--- config.mk ---
export PLATFORM = sky130hd
export DESIGN_NAME = bnn_weight_loader
export DESIGN_NICKNAME = d
export VERILOG_FILES = /design/src/rtl/bnn_pkg.sv /design/src/rtl/bnn_weight_loader.sv
export SDC_FILE = /design/constraint.sdc
export NUM_CORES = 1
export LEC_CHECK = 0
export CORE_UTILIZATION = 40
export CTS_CLUSTER_DIAMETER = 30
export DETAILED_ROUTE_END_ITERATION = 8
export GPL_TIMING_DRIVEN = 1
export PLACE_DENSITY = 0.75
export SYNTH_ARGS = -nofsm -noshare
export SYNTH_HDL_FRONTEND = slang
export SYNTH_SLANG_ARGS = --single-unit
export TNS_END_PERCENT = 100
--- constraint.sdc ---
create_clock -name clk -period 4 [get_ports clk]
set_input_delay 1 -clock clk [delete_from_list [all_inputs] [get_ports clk]]
set_output_delay 1 -clock clk [all_outputs]
set_load 0.03 [all_outputs]
--- src/rtl/bnn_pkg.sv ---
// rtl/bnn_pkg.sv - shared BNN constants, loader state encoding and image helpers
package bnn_pkg;

    localparam int NUM_NEURONS = 4;
    localparam int NUM_WEIGHTS = 6;
    localparam int PTR_W       = (NUM_NEURONS > 1) ? $clog2(NUM_NEURONS) : 1;
    localparam int CNT_W       = $clog2(NUM_NEURONS + 1);
    localparam int IMG_W       = NUM_NEURONS * NUM_WEIGHTS;

    typedef enum logic [1:0] {
        IDLE = 2'd0,
        BEAT = 2'd1,
        GAP  = 2'd2,
        DONE = 2'd3
    } loader_state_e;

    // Slice neuron idx out of a packed weight image (neuron 0 in the LSBs).
    function automatic logic [NUM_WEIGHTS-1:0] neuron_weight(
        input logic [IMG_W-1:0] img,
        input logic [PTR_W-1:0] idx
    );
        return img[int'(idx) * NUM_WEIGHTS +: NUM_WEIGHTS];
    endfunction

    // Next value of the core's load pointer, wrapping at NUM_NEURONS.
    function automatic logic [PTR_W-1:0] ptr_inc(input logic [PTR_W-1:0] p);
        return (p == PTR_W'(NUM_NEURONS - 1)) ? '0 : p + 1'b1;
    endfunction

endpackage

--- src/rtl/bnn_weight_loader.sv ---
// rtl/bnn_weight_loader.sv - replays a captured weight image into the BNN core load port
module bnn_weight_loader
    import bnn_pkg::*;
#(
    parameter int GAP_CYCLES = 0
) (
    input  logic                   clk,
    input  logic                   reset,
    input  logic                   start,
    input  logic [IMG_W-1:0]       weights_in,
    input  logic                   ptr_clr,
    output logic                   ready,
    output logic                   busy,
    output logic                   done,
    output logic                   load_en,
    output logic [NUM_WEIGHTS-1:0] weight_out,
    output logic [PTR_W-1:0]       ptr
);

    // Value loaded into the gap down-counter; it counts GAP_LOAD..0 inclusive.
    localparam logic [3:0] GAP_LOAD = (GAP_CYCLES > 0) ? 4'(GAP_CYCLES - 1) : 4'd0;

    loader_state_e          state_q, state_d;
    logic [IMG_W-1:0]       shadow_q, shadow_d;
    logic [CNT_W-1:0]       cnt_q, cnt_d;
    logic [3:0]             gap_q, gap_d;
    logic [PTR_W-1:0]       ptr_q, ptr_d;
    logic                   load_en_q, load_en_d;
    logic [NUM_WEIGHTS-1:0] weight_q, weight_d;

    // Next-state logic; load_en/weight are precomputed for the state being entered
    // so both outputs come straight from flops during the BEAT cycle.
    always_comb begin
        state_d   = state_q;
        shadow_d  = shadow_q;
        cnt_d     = cnt_q;
        gap_d     = gap_q;
        ptr_d     = ptr_q;
        load_en_d = 1'b0;
        weight_d  = weight_q;

        case (state_q)
            IDLE: begin
                if (start) begin
                    shadow_d = weights_in;
                    cnt_d    = '0;
                    state_d  = BEAT;
                end else if (ptr_clr) begin
                    ptr_d = '0;
                end
            end
            BEAT: begin
                ptr_d = ptr_inc(ptr_q);
                cnt_d = cnt_q + 1'b1;
                if (cnt_q == CNT_W'(NUM_NEURONS - 1)) begin
                    state_d = DONE;
                end else if (GAP_CYCLES > 0) begin
                    state_d = GAP;
                    gap_d   = GAP_LOAD;
                end else begin
                    state_d = BEAT;
                end
            end
            GAP: begin
                if (gap_q == 4'd0) begin
                    state_d = BEAT;
                end else begin
                    gap_d = gap_q - 4'd1;
                end
            end
            DONE: begin
                state_d = IDLE;
            end
            default: begin
                state_d = IDLE;
            end
        endcase

        if (state_d == BEAT) begin
            load_en_d = 1'b1;
            weight_d  = neuron_weight(shadow_d, ptr_d);
        end
    end

    // State and datapath registers with synchronous reset.
    always_ff @(posedge clk) begin
        if (reset) begin
            state_q   <= IDLE;
            shadow_q  <= '0;
            cnt_q     <= '0;
            gap_q     <= '0;
            ptr_q     <= '0;
            load_en_q <= 1'b0;
            weight_q  <= '0;
        end else begin
            state_q   <= state_d;
            shadow_q  <= shadow_d;
            cnt_q     <= cnt_d;
            gap_q     <= gap_d;
            ptr_q     <= ptr_d;
            load_en_q <= load_en_d;
            weight_q  <= weight_d;
        end
    end

    assign ready      = (state_q == IDLE);
    assign busy       = (state_q != IDLE);
    assign done       = (state_q == DONE);
    assign load_en    = load_en_q;
    assign weight_out = weight_q;
    assign ptr        = ptr_q;

endmodule

==> results by group <==
Outcome
  – Status: complete, no violations

Synth
  – Mapped Area: approximately 0.0020 mm2
  – Sequential-to-total area share from yosys stat: between 40 and 50%
  – Async SR Flop Fraction: 0%
  – Compound-Gate Fraction of Synth Area: between 20 and 25%
  – Synth warn: 0
  – Area share of the largest cell type after synthesis: roughly 43%
  – Main synth FF type: dfxtp_1
  – Combinational family with the most area after synthesis: compound AO/OA/AOI/OAI gates
  – Post-Synthesis Mean Instance Area: around 9.2 um2
  – Post-synth top area cell: dfxtp_1
  – Synth top cells by count: nand2_1, dfxtp_1, a21oi_1
  – Post-Syn Instances: 215
  – Most frequent cell after synthesis: nand2_1
  – Mux contribution to synthesized area: 7.546%
  – Yosys cell types: 35
  – Simple-gate share of the synthesized area: between 10% and 20%
  – Post-Synth Adder-Cell Area: approximately 2.5%
  – Yosys reg bits: 42
  – Post-synth EDFFs: 0
  – Synth Area in XOR/XNOR: approximately 1.3%
  – Mapped Nets: roughly 250
  – Synth top area cells: dfxtp_1, nand2_1, a21oi_1

Die
  – Core footprint: ~0.0047 mm2
  – FP Rows: 25
  – Top Ports: 40
  – Die Y: just over 70 um
  – DIE AREA: between 0.005 and 0.006 mm2
  – Die width: a little over 70 um
  – Starting Density: between 40% and 50%

Critical path
  – Reg-to-reg endpoint: weight_out[5]
  – Req. time, crit path: ~4200 ps
  – Reg2reg setup slack: between 1500 and 2000 ps
  – Crit path kind: in2reg
  – Worst Setup Start Kind: primary input
  – Reg2Reg Depth: 5
  – CP endpoint kind: flip-flop
  – Arr. time, crit path: 3040 ps
  – Crit path max fanout: 24
  – Worst r2r src: state_q[0]

Timing
  – Achievable frequency: between 300 and 400 MHz
  – Rel. slew slack: about two fifths
  – Fin crit period: roughly 2900 ps
  – Slew Limit Fails: 0
  – Final period utilization: between 70% and 80%
  – Fin. Hold Viols: 0
  – Final setup fails: 0
  – RSZ-0062 raised after global routing: false
  – Clk_skew: a little under 8 ps
  – Worst Hold Slack: between 400 and 500 ps
  – Final setup TNS: 0 ps
  – Slew @ Worst Pin: just over 900 ps

Global route
  – Overflow after GRT: 0
  – Antenna violations before repair: 0
  – First-pass GRT wire length: slightly above 7000 um
  – Largest net degree at the start of global routing: 25
  – GRT Overall Usage: between 10% and 20%
  – Vias in the first global route: ~1500

Min path
  – Hold_sp: shadow_q[12]
  – Depth of the worst hold-timing path: 2
  – Worst Hold Endpoint: shadow_q[12]
  – Worst hold-check path type: reg2reg

Clock tree
  – CTS Buffer Depth: 2
  – Post-cts resize count: 0
  – Worst skew pair latency: 290 ps
  – CTS tree: done
  – Worst-path clk slew: roughly 80 ps
  – Cts hold-fix bufs: 0
  – CTS sink cnt: 42
  – Max H-tree Level: 2
  – Num CTS Buffers: 5
  – Post-CTS setup buffers: 0
  – Root buffer cell: clkbuf_8

Flow run
  – MaxCap Viol Count: 0

Place
  – Placed cell count: roughly 310
  – DP HPWL: 2988 um
  – GP Congestion: around 0.78
  – IO buf count: 39

Final layout
  – Non-filler cells, final: 320
  – Share of layout cells above drive strength 1: between 10% and 20%
  – Layout Nets: between 200 and 300
  – Syn-to-layout area delta: 28.03%
  – N_diodes: 0

Route
  – Routed len/inst: 13.11 um
  – Antenna-violating nets left: 0
  – Vias per Instance: 5.103
  – DRC Markers: 0
  – Via count: between 1500 and 2000
  – Initial DRC count: 109
  – Final wirelength: 4195 um
  – First-pass DRT Iterations: 4

Power and ir drop
  – Worst vdd rail ir drop: around 0.00016 V
  – Leakage power: between 0.9 and 1 nW
  – Pwr per Cell Area: about 380 mW/mm2
==> worst max-delay path: stages <==
cell and delay (ps):
clkdlybuf4s50_1 520, or3b_1 750, nand2_1 230, a211oi_1 90, o21a_1 190, a221o_1 250
==> metal layers <==
layer / track usage (%) / part of all wire, % / wire length, um
met3: 4.306 / 6.4 / 270
met5: 0 / 0 / 0
met1: 25.90 / 47 / 1974
met2: 25.23 / 45 / 1891
met4: 6.536 / 1.4 / 58
==> per-stage QoR <==
step	total power, W	utilization (%)	setup slack, ps	instance area (um2)
CTS	0.0009638	53.48	1139	2526
global placement	0.0006339	51.15	834.0	2416
global route	0.001002	53.48	1002	2526
floorplan	0.0005683	-	1625	1973
finish	0.0009559	53.48	1138	2526
detailed placement	0.0006348	51.15	831.5	2416
==> power by group <==
group | switching [W] | internal (W)
clock network | 0.000145 | 0.000186
registers | 0.0000137 | 0.000441
logic | 0.0000870 | 0.0000836
==> final cells by class <==
| type | instances | area (um2) |
|---|---|---|
| clock buffers | 6 | 72.57 |
| repair buffers | 43 | 420.4 |
| well taps | 67 | 83.83 |
| multi-input cells | 155 | 1052 |
| clock inverters | 2 | 37.54 |
| fillers | 430 | 2197 |
| inverters | 5 | 18.77 |
| flip-flops and latches | 42 | 840.8 |
==> registers in the layout, summed over array words and instances (netlist names) <==
name,count
weight_out,6
load_en,1
state_q,2
ptr,2
gap_q,4
cnt_q,3
shadow_q,24
==> cell families (layout without fill, tap and decap cells) <==
group / count (synthesis) / in the layout
fa+ha+maj: 4 / 4
buf+inv: 18 / 56
mux: 7 / 7
xor+xnor: 3 / 3
simple gates: 81 / 81
flops: 42 / 42
compound gates: 60 / 60
==> worst max path at each step <==
stage,from,to,slack (ps),cells past startpoint
final,start,weight_out[5],1140,6
after global routing,start,weight_out[2],1000,6
after CTS,start,weight_out[5],1140,6
after detailed placement,start,weight_out[2],830,6
after global placement,start,weight_out[0],830,6
after floorplan,start,weight_out[0],1620,4
==> cells in the final DEF (no fill, tap or decap), drive strengths merged, types with 4 or more instances in the layout <==
master         netlist  routed
a211oi               7       7
a21oi               27      27
a221o                6       6
a22oi                8       8
and2                 4       4
buf                  6       4
clkbuf               7       6
clkdlybuf4s50        0      39
dfxtp               42      42
ha                   4       4
inv                  5       5
mux4                 6       6
nand2               52      52
nor2                12      12
nor2b                5       5
o21a                 7       7
Note: power is estimated with default switching activity, not from simulation.
